<file path="src/rtl/pc_sequencer_if.sv">
// pc_sequencer_if: control/datapath-side bundle for the PC sequencer.
interface pc_sequencer_if #(
    parameter int ADDR_WIDTH = 32
);
    logic                  i_Stall;
    logic [31:0]           i_Instruction;
    logic                  i_Branch;
    logic [1:0]            i_BranchType;
    logic                  i_Zero;
    logic                  i_Negative;
    logic                  i_Jump;
    logic                  i_Link;
    logic                  i_JumpReg;
    logic [ADDR_WIDTH-1:0] i_RegTarget;
    logic [ADDR_WIDTH-1:0] o_Pc;
    logic [ADDR_WIDTH-1:0] o_PcPlus4;
    logic                  o_Redirect;
    logic                  o_RasValid;
    logic [ADDR_WIDTH-1:0] o_RasTop;
    logic                  o_RasMiss;

    modport master (
        output i_Stall, i_Instruction, i_Branch, i_BranchType, i_Zero, i_Negative,
               i_Jump, i_Link, i_JumpReg, i_RegTarget,
        input  o_Pc, o_PcPlus4, o_Redirect, o_RasValid, o_RasTop, o_RasMiss
    );

    modport slave (
        input  i_Stall, i_Instruction, i_Branch, i_BranchType, i_Zero, i_Negative,
               i_Jump, i_Link, i_JumpReg, i_RegTarget,
        output o_Pc, o_PcPlus4, o_Redirect, o_RasValid, o_RasTop, o_RasMiss
    );
endinterface

</file>
<file path="src/rtl/pc_sequencer.sv">
// pc_sequencer: registered MIPS PC with branch/jump/JR selection and a return-address stack checking JR targets.
module pc_sequencer #(
    parameter int                    ADDR_WIDTH   = 32,
    parameter logic [ADDR_WIDTH-1:0] RESET_VECTOR = '0,
    parameter int                    RAS_DEPTH    = 4
) (
    input logic           i_Clk,
    input logic           i_Rst,
    pc_sequencer_if.slave bus
);
    localparam int PW = $clog2(RAS_DEPTH);
    localparam int CW = PW + 1;
    localparam logic [CW-1:0] FULL = CW'(RAS_DEPTH);
    localparam logic [ADDR_WIDTH-1:0] FOUR = ADDR_WIDTH'(4);

    logic [ADDR_WIDTH-1:0] pc_q, pc_d, pc4_q, pc4_d;
    logic [ADDR_WIDTH-1:0] br_tgt, j_tgt, jr_tgt, ras_top;
    logic [ADDR_WIDTH-1:0] ras_q [RAS_DEPTH];
    logic [ADDR_WIDTH-1:0] ras_d [RAS_DEPTH];
    logic [PW-1:0]         top_q, top_d;
    logic [CW-1:0]         cnt_q, cnt_d;
    logic                  redirect_q, redirect_d, miss_q, miss_d;
    logic                  taken, sel_br, sel_j, sel_jr, push, pop, miss;
    logic [31:0]           off, pc4_ext, jfull;
    logic                  unused_bits;

    assign unused_bits = ^{bus.i_Instruction[31:26], bus.i_RegTarget[1:0]};

    always_comb begin
        taken = bus.i_BranchType[1]
              ? (bus.i_BranchType[0] ? !bus.i_Zero && !bus.i_Negative : bus.i_Zero || bus.i_Negative)
              : (bus.i_BranchType[0] ? !bus.i_Zero : bus.i_Zero);
        off     = {{14{bus.i_Instruction[15]}}, bus.i_Instruction[15:0], 2'b00};
        pc4_ext = 32'(pc4_q);
        // Upper PC bits only survive when the address is wider than the 28-bit jump span
        jfull   = {pc4_ext[31:28], bus.i_Instruction[25:0], 2'b00};
        br_tgt  = pc4_q + off[ADDR_WIDTH-1:0];
        j_tgt   = jfull[ADDR_WIDTH-1:0];
        jr_tgt  = {bus.i_RegTarget[ADDR_WIDTH-1:2], 2'b00};
        ras_top = cnt_q != '0 ? ras_q[top_q] : '0;
        sel_br  = bus.i_Branch && taken;
        sel_j   = !sel_br && bus.i_Jump;
        sel_jr  = !sel_br && !bus.i_Jump && bus.i_JumpReg;
        push    = !bus.i_Stall && sel_j && bus.i_Link;
        pop     = !bus.i_Stall && sel_jr;
        miss    = pop && (cnt_q == '0 || jr_tgt != ras_top);
        pc_d    = bus.i_Stall ? pc_q : sel_br ? br_tgt : sel_j ? j_tgt : sel_jr ? jr_tgt : pc4_q;
        pc4_d   = pc_d + FOUR;
        redirect_d = bus.i_Stall ? redirect_q : sel_br || sel_j || sel_jr;
        miss_d  = bus.i_Stall ? miss_q : miss;
        top_d   = push ? top_q + PW'(1) : pop && cnt_q != '0 ? top_q - PW'(1) : top_q;
        cnt_d   = push ? (cnt_q == FULL ? cnt_q : cnt_q + CW'(1))
                : pop && cnt_q != '0 ? cnt_q - CW'(1) : cnt_q;
        ras_d   = ras_q;
        // A full stack simply wraps the pointer, overwriting the oldest entry
        if (push) ras_d[top_d] = pc4_q;
    end

    always_ff @(posedge i_Clk or posedge i_Rst) begin
        if (i_Rst) begin
            pc_q       <= RESET_VECTOR;
            pc4_q      <= RESET_VECTOR + FOUR;
            redirect_q <= 1'b0;
            miss_q     <= 1'b0;
            top_q      <= '0;
            cnt_q      <= '0;
            ras_q      <= '{default: '0};
        end else begin
            pc_q       <= pc_d;
            pc4_q      <= pc4_d;
            redirect_q <= redirect_d;
            miss_q     <= miss_d;
            top_q      <= top_d;
            cnt_q      <= cnt_d;
            ras_q      <= ras_d;
        end
    end

    assign bus.o_Pc       = pc_q;
    assign bus.o_PcPlus4  = pc4_q;
    assign bus.o_Redirect = redirect_q;
    assign bus.o_RasMiss  = miss_q;
    assign bus.o_RasValid = cnt_q != '0;
    assign bus.o_RasTop   = ras_top;
endmodule
</file>
<file path="src/flat_wrapper.sv">
// flat-port wrapper written by rule: the top's interface ports become plain ports
module pc_sequencer_flat 
#(
    parameter int                    ADDR_WIDTH   = 32,
    parameter logic [ADDR_WIDTH-1:0] RESET_VECTOR = '0,
    parameter int                    RAS_DEPTH    = 4
)
  (i_Clk, i_Rst, bus_i_Stall, bus_i_Instruction, bus_i_Branch, bus_i_BranchType, bus_i_Zero, bus_i_Negative, bus_i_Jump, bus_i_Link, bus_i_JumpReg, bus_i_RegTarget, bus_o_Pc, bus_o_PcPlus4, bus_o_Redirect, bus_o_RasValid, bus_o_RasTop, bus_o_RasMiss);
  pc_sequencer_if #(.ADDR_WIDTH(ADDR_WIDTH)) bus_i ();
  input logic i_Clk;
  input logic i_Rst;
  input wire logic [$bits(bus_i.i_Stall)-1:0] bus_i_Stall;
  input wire logic [$bits(bus_i.i_Instruction)-1:0] bus_i_Instruction;
  input wire logic [$bits(bus_i.i_Branch)-1:0] bus_i_Branch;
  input wire logic [$bits(bus_i.i_BranchType)-1:0] bus_i_BranchType;
  input wire logic [$bits(bus_i.i_Zero)-1:0] bus_i_Zero;
  input wire logic [$bits(bus_i.i_Negative)-1:0] bus_i_Negative;
  input wire logic [$bits(bus_i.i_Jump)-1:0] bus_i_Jump;
  input wire logic [$bits(bus_i.i_Link)-1:0] bus_i_Link;
  input wire logic [$bits(bus_i.i_JumpReg)-1:0] bus_i_JumpReg;
  input wire logic [$bits(bus_i.i_RegTarget)-1:0] bus_i_RegTarget;
  output wire logic [$bits(bus_i.o_Pc)-1:0] bus_o_Pc;
  output wire logic [$bits(bus_i.o_PcPlus4)-1:0] bus_o_PcPlus4;
  output wire logic [$bits(bus_i.o_Redirect)-1:0] bus_o_Redirect;
  output wire logic [$bits(bus_i.o_RasValid)-1:0] bus_o_RasValid;
  output wire logic [$bits(bus_i.o_RasTop)-1:0] bus_o_RasTop;
  output wire logic [$bits(bus_i.o_RasMiss)-1:0] bus_o_RasMiss;
  assign bus_i.i_Stall = bus_i_Stall;
  assign bus_i.i_Instruction = bus_i_Instruction;
  assign bus_i.i_Branch = bus_i_Branch;
  assign bus_i.i_BranchType = bus_i_BranchType;
  assign bus_i.i_Zero = bus_i_Zero;
  assign bus_i.i_Negative = bus_i_Negative;
  assign bus_i.i_Jump = bus_i_Jump;
  assign bus_i.i_Link = bus_i_Link;
  assign bus_i.i_JumpReg = bus_i_JumpReg;
  assign bus_i.i_RegTarget = bus_i_RegTarget;
  assign bus_o_Pc = bus_i.o_Pc;
  assign bus_o_PcPlus4 = bus_i.o_PcPlus4;
  assign bus_o_Redirect = bus_i.o_Redirect;
  assign bus_o_RasValid = bus_i.o_RasValid;
  assign bus_o_RasTop = bus_i.o_RasTop;
  assign bus_o_RasMiss = bus_i.o_RasMiss;
  pc_sequencer #(.ADDR_WIDTH(ADDR_WIDTH), .RESET_VECTOR(RESET_VECTOR), .RAS_DEPTH(RAS_DEPTH)) u_core (.i_Clk(i_Clk), .i_Rst(i_Rst), .bus(bus_i));
endmodule
</file>
<file path="config.mk">
export PLATFORM = sky130hd
export DESIGN_NAME = pc_sequencer_flat
export DESIGN_NICKNAME = d
export VERILOG_FILES = /design/src/rtl/pc_sequencer_if.sv /design/src/rtl/pc_sequencer.sv /design/src/flat_wrapper.sv
export SDC_FILE = /design/constraint.sdc
export NUM_CORES = 1
export LEC_CHECK = 0
export CAP_MARGIN = 20
export CELL_PAD_IN_SITES_DETAIL_PLACEMENT = 0
export CELL_PAD_IN_SITES_GLOBAL_PLACEMENT = 1
export CORE_UTILIZATION = 44
export DETAILED_ROUTE_END_ITERATION = 6
export MAX_ROUTING_LAYER = met4
export PLACE_DENSITY_LB_ADDON = 0.12
export SYNTH_ARGS = -nofsm -noshare
export SYNTH_HDL_FRONTEND = slang
export SYNTH_SLANG_ARGS = --single-unit
</file>
<file path="constraint.sdc">
create_clock -name i_Clk -period 8.6 [get_ports i_Clk]
set_input_delay 1.72 -clock i_Clk [delete_from_list [all_inputs] [get_ports i_Clk]]
set_output_delay 1.72 -clock i_Clk [all_outputs]
set_load 0.02 [all_outputs]
</file>
==> results of run 1 <==
[area by class of cell]
| class | instances | area, um^2 |
|---|---|---|
| Clock buffer | 18 | 429 |
| Clock inverter | 14 | 155 |
| Fill cell | 2276 | 11600 |
| Inverter | 33 | 131 |
| Multi-Input combinational cell | 753 | 6270 |
| Sequential cell | 187 | 4680 |
| Tap cell | 330 | 413 |
| Timing Repair Buffer | 172 | 1670 |
[per-layer routing]
metal	global-route usage (%)	wire, um	up-vias
met3	3.30	1420	30
met5	-	0	-
li1	-	-	4053
met4	6.20	501	0
met2	42.7	16100	221
met1	37.3	15900	4458
[synth_stat cells (3+ instances only)]
cell type,instances
mux2_2,124
buf_6,4
o21ai_0,37
clkbuf_8,5
o32ai_1,3
inv_1,32
nor2b_1,4
mux2i_1,31
nand4_1,16
xnor2_1,39
nand3_2,3
nand2b_1,5
nor4_1,6
nand3_1,15
o21bai_1,3
mux4_2,30
o21a_1,6
a21oi_1,59
and2_1,29
xor2_1,33
a31oi_1,6
nor2_1,54
o211ai_1,9
ha_1,30
and3_1,8
clkbuf_1,22
buf_4,11
dfrtp_1,186
a221oi_1,7
o221ai_1,4
nand3b_1,4
buf_2,14
buf_1,11
a21o_1,8
a2111oi_0,6
o31ai_1,4
a221oi_2,3
or2_2,4
nand2_1,67
nor3_1,19
a211oi_1,11
[kinds of logic (layout without fill, tap and decap cells)]
group	after synthesis	after routing	synth area share [%]
compound gates	200	200	12.4
simple gates	257	257	12.1
buf+inv	100	237	4.50
other cells	1	6	0.0328
xor+xnor	72	72	5.51
fa+ha+maj	32	32	3.63
flops	187	187	40.9
mux	186	186	20.9
[state kept, by name, summed over array words and instances (netlist names)]
| name | flops |
|---|---|
| u_core.bus.o_RasMiss | 1 |
| u_core.bus.o_Redirect | 1 |
| u_core.bus.o_PcPlus4 | 30 |
| u_core.top_q | 2 |
| u_core.bus.o_Pc | 30 |
| u_core.cnt_q | 3 |
| u_core.ras_q | 120 |
[power groups by stage]
stage               sequential (mW)  combinational [mW]  clock, mW
floorplan                      1.48                1.49          0
global placement               1.52                2.27          0
detailed placement             1.53                2.29          0
CTS                            1.51                2.30      0.799
global route                   1.57                2.45      0.835
finish                         1.52                2.29      0.783
[worst max-delay path: stages]
cell and delay, ns:
clkdlybuf4s50_1 0.83, ha_1 0.60, a21oi_1 0.26, o211ai_1 0.19, a211oi_1 0.55, o21ai_1 0.17, xnor2_1 0.16, o21ai_0 0.41
nor4b_1 0.42, nand4_1 0.19, nor3_2 0.23, xor2_1 0.16
[final timing paths]
| path | from | endpoint | cells after the start |
|---|---|---|---|
| max | bus_i_Instruction[15] | u_core.bus.o_PcPlus4[31]$_DFF_PP0_ | 12 |
| min reg2reg | u_core.bus.o_Pc[2]$_DFF_PP0_ | u_core.bus.o_PcPlus4[2]$_DFF_PP1_ | 1 |
| max reg2reg | u_core.bus.o_PcPlus4[2]$_DFF_PP1_ | u_core.bus.o_PcPlus4[27]$_DFF_PP0_ | 12 |
| min in group asynchronous | i_Rst | u_core.ras_q[98]$_DFFE_PP0P_ | 2 |
| max in group asynchronous | i_Rst | u_core.bus.o_Pc[28]$_DFF_PP0_ | 3 |
| min | u_core.bus.o_Pc[2]$_DFF_PP0_ | u_core.bus.o_PcPlus4[2]$_DFF_PP1_ | 1 |
[stage by stage]
step                setup WS, ns  instances  utilization, %  total power, mW  cell area, um^2
floorplan                   1.80       1040               -             2.96            11500
global placement            2.60       1475            52.0             3.79            13200
detailed placement          2.61       1475            52.0             3.82            13200
CTS                         3.04       1507            54.3             4.61            13800
global route                2.76       1507            54.3             4.85            13800
finish                      3.05       1507            54.3             4.59            13800
==> flow_summary.json, run 1 <==
{
  "drv_cap": 0,
  "p_int_mw": 2.73,
  "num_rows": 58,
  "worst_pin_slew_ns": 1.03,
  "synth_cell_type_count": 92,
  "vias_per_cell": 5.81,
  "place_congestion": 0.897,
  "rsz0062_at_grt": "false",
  "grt_pass1_wl_um": 52300,
  "finalNetCount": 1271,
  "final_common_cell": "dfrtp_1",
  "max_freq_ghz": 0.180,
  "route.detailed.wl_per_inst_um": 22.5,
  "hold_buffers": 0,
  "antenna_found_initial": 0,
  "area_delta_synth_final_pct": 20.2,
  "cp.required_ns": 8.95,
  "cts_tree": "done",
  "drc": 0,
  "numCtsBuffers": 17,
  "grt_pass1_vias": 8720,
  "ant_nets": 0,
  "power_density_mw_per_mm2": 334,
  "yosysTopAreaCellShare_pct": 40.7,
  "min_path_type": "reg2reg",
  "status": "finished, final reports clean",
  "switching_share_pct": 40.6,
  "final_cell_mix": "185 x dfrtp_1, 156 x clkdlybuf4s50_1, 124 x mux2_2, 67 x nand2_1, 59 x a21oi_1",
  "io_pins": 174,
  "grt_overflow": 0,
  "die_w_um": 163,
  "setup_viol": 0,
  "critPathLaunchType": "primary input",
  "power_frac_seq_pct": 33.1,
  "postCtsSetupRepairBufs": 0,
  "clkLatencyLatePin_ns": 0.43,
  "initial_core_util_pct": 45.2,
  "layout-drive-gt1-share_pct": 20.5,
  "post_cts_resized": 0,
  "r2r_slack_ns": 4.50,
  "synthFlopType": "dfrtp_1",
  "clock_skew_ns": 0.0120,
  "slew_viol_final": 0,
  "antenna_cells": 0,
  "via_count": 8762,
  "syn_inst": 1035,
  "whs_ns": 0.478,
  "cts_root_buf": "clkbuf_16",
  "die_y_um": 163,
  "crit_path_end_kind": "register",
  "hold_viol_final": 0,
  "drt_iter0_drc": 631,
  "synth_area_leaders": "dfrtp_1 41%, mux2_2 12%, mux4_2 5.9%",
  "drt_wl_total_um": 33900,
  "grtUsageTotal_pct": 27.1,
  "cts.path.max_buffers": 2,
  "clkPwrFrac_pct": 17.1,
  "fin_setup_tns_ns": 0,
  "syn_area_mm2": 0.0114,
  "grt_max_degree": 120,
  "relSlewSlack_pct": 31.3,
  "synth-edff-count": 0,
  "dieArea_mm2": 0.0266,
  "irDropWorstVdd_v": 0.000193,
  "critPathMaxFanout": 16,
  "synth_top_cell_by_area": "dfrtp_1",
  "firstDrtPassIters": 6,
  "arrival_ns": 5.91,
  "numClockSinks": 187,
  "power.leakage_nw": 5.86,
  "io_buffers": 159,
  "dpl.hpwl_um": 25200,
  "synth-seq-cells": 187,
  "h-tree-depth": 4,
  "yosysSeqAreaShare_pct": 40.9,
  "p_sw_mw": 1.86,
  "clk_pin_slew_ns": 0.07,
  "critPathKind": "in2reg",
  "combPwrFrac_pct": 49.9,
  "fin_crit_sh_pct": 64.6,
  "async_reset_ff_share_pct": 100,
  "syn_area_per_cell_um2": 11.0,
  "yosys_warnings": 0,
  "min_period_ns": 5.55,
  "core_area_mm2": 0.0253
}
Note: power is estimated with default switching activity, not from simulation.
==> inputs of run 2 (changes only) <==
==> constraint.sdc (replaced) <==
create_clock -name i_Clk -period 5.43 [get_ports i_Clk]
set_input_delay 1.086 -clock i_Clk [delete_from_list [all_inputs] [get_ports i_Clk]]
set_output_delay 1.086 -clock i_Clk [all_outputs]
set_load 0.02 [all_outputs]
==> flow_summary.json, run 2 (synthesis results as in run 1) <==
{
  "clkLatencyLatePin_ns": 0.45,
  "cp-startpoint": "bus_i_Instruction[15]",
  "dpl.hpwl_um": 26100,
  "min_period_ns": 4.45,
  "grt_pass1_wl_um": 52500,
  "r2r_cells": 11,
  "fin_setup_tns_ns": 0,
  "via_count": 8703,
  "power_density_mw_per_mm2": 526,
  "initial_core_util_pct": 45.2,
  "cts.path.max_buffers": 2,
  "rr_startpoint": "u_core.bus.o_PcPlus4[9]$_DFF_PP0_",
  "postCtsSetupRepairBufs": 0,
  "grt_overflow": 0,
  "numCtsBuffers": 17,
  "setup_ws_ns": 0.982,
  "post_cts_resized": 0,
  "top_register": "u_core.ras_q",
  "numClockSinks": 187,
  "cts_tree": "done",
  "die_w_um": 163,
  "final_common_cell": "dfrtp_1",
  "core_area_mm2": 0.0253,
  "setup_viol": 0,
  "place_congestion": 0.898,
  "drt_iter0_drc": 568,
  "io_pins": 174,
  "arrival_ns": 4.81,
  "r2r_slack_ns": 1.59,
  "worst_pin_slew_ns": 1.01,
  "critPathMaxFanout": 10,
  "io_buffers": 159,
  "grt_pass1_vias": 8611,
  "clock_skew_ns": 0.0169,
  "die_y_um": 163,
  "area_delta_synth_final_pct": 22.3,
  "drc": 0,
  "grt_max_degree": 74,
  "h-tree-depth": 4,
  "slowest_delay_ns": 0.67,
  "antenna_found_initial": 2,
  "finalNonFillerCells": 1528,
  "firstDrtPassIters": 6,
  "postLayoutCoreUtil_pct": 55.2,
  "rr_endpoint": "u_core.bus.o_PcPlus4[31]$_DFF_PP0_",
  "finalNetCount": 1290,
  "dieArea_mm2": 0.0266,
  "hold_viol_final": 0,
  "cp_slowest_cell": "a2111oi_0",
  "power.leakage_nw": 5.99,
  "route.detailed.wl_per_inst_um": 22.5,
  "relSlewSlack_pct": 32.6,
  "rsz0062_at_grt": "false",
  "drv_cap": 0,
  "critPathLaunchType": "primary input",
  "max_freq_ghz": 0.225,
  "slew_viol_final": 0,
  "fin_crit_sh_pct": 81.9,
  "hold_buffers": 0,
  "final_area_mm2": 0.0140,
  "placed_cell_area_mm2": 0.0134,
  "irDropWorstVdd_v": 0.000312,
  "drt_wl_total_um": 34400,
  "endpoint": "u_core.bus.o_PcPlus4[31]$_DFF_PP0_",
  "crit_path_end_kind": "register",
  "clk_pin_slew_ns": 0.08,
  "ant_nets": 0,
  "place_inst": 1494,
  "dpl_worst_slack_ns": 0.560,
  "cts_root_buf": "clkbuf_16",
  "min_path_type": "reg2reg",
  "final_cell_mix": "185 x dfrtp_1, 156 x clkdlybuf4s50_1, 124 x mux2_2, 67 x nand2_1, 59 x a21oi_1",
  "vias_per_cell": 5.70,
  "critPathKind": "in2reg",
  "status": "finished, final reports clean",
  "layout-drive-gt1-share_pct": 21.8,
  "cp_cell_sequence": "clkdlybuf4s50_1 -> buf_4 -> ha_1 -> nand4_1 -> nor2_1 -> nand2_1 -> a2111oi_0 -> o32ai_1 -> nor4b_1 -> nand4_1 -> nor3_2 -> xor2_1",
  "grtUsageTotal_pct": 27.5,
  "largest_reg_flops": 120,
  "cp_common_cell": "nand4_1",
  "num_rows": 58,
  "cp.required_ns": 5.79
}
-- run 2: cell types whose count changed in the layout (fill, tap and decap cells not counted), moves of 3 or more --
cell / delta
clkinv_4: -3
inv_6: +3
buf_4: +15
clkinv_8: +5
inv_8: -5
buf_12: +4
-- run 2: layer usage --
layer	global-route usage (%)	part of all wire [%]
met1	37.9	47
met2	42.5	48
met3	3.15	3.4
met4	8.16	2.2
met5	-	0
-- run 2: worst min-delay path by stage --
stage / depth (start not counted) / endpoint / start / slack [ns]
global placement: 1 / u_core.bus.o_PcPlus4[2]$_DFF_PP1_ / u_core.bus.o_Pc[2]$_DFF_PP0_ / 0.48
CTS: 1 / u_core.ras_q[79]$_DFFE_PP0P_ / u_core.ras_q[79]$_DFFE_PP0P_ / 0.51
detailed placement: 1 / u_core.ras_q[71]$_DFFE_PP0P_ / u_core.ras_q[71]$_DFFE_PP0P_ / 0.49
floorplan: 1 / u_core.ras_q[70]$_DFFE_PP0P_ / u_core.ras_q[70]$_DFFE_PP0P_ / 0.47
finish: 1 / u_core.ras_q[79]$_DFFE_PP0P_ / u_core.ras_q[79]$_DFFE_PP0P_ / 0.50
global route: 1 / u_core.ras_q[86]$_DFFE_PP0P_ / u_core.ras_q[86]$_DFFE_PP0P_ / 0.51
-- run 2: through the flow --
| stage | hold slack [ns] | power (mW) |
|---|---|---|
| after floorplan | 0.474 | 4.69 |
| after global placement | 0.479 | 6.04 |
| after detailed placement | 0.488 | 6.09 |
| after CTS | 0.505 | 7.39 |
| after global routing | 0.512 | 7.77 |
| final | 0.501 | 7.36 |
-- run 2: critical path: cells and delay by family --
kind	cells	cell delay [ns]
buffers and inverters	2	0.94
AOI/OAI and AO/OA	2	0.91
xor gates and xnor gates	1	0.17
and+or+nand+nor	6	1.30
adders and majority gates	1	0.41
-- run 2: area by class of cell --
cell class	instances	area, um^2
well taps	330	413
clock inverters	15	198
flip-flops and latches	187	4680
diodes	2	5.00
clock buffers	17	425
repair buffers	191	1870
fillers	2242	11300
multi-input cells	753	6270
inverters	33	128
-- run 2: power breakdown --
group          internal [mW]  leakage [nW]  switching, mW  total, mW
Combinational           1.81          3.35           1.86       3.67
Sequential              1.92          2.34          0.480       2.40
Clock                  0.631         0.300          0.650       1.28
Total                   4.37          5.99           2.99       7.36
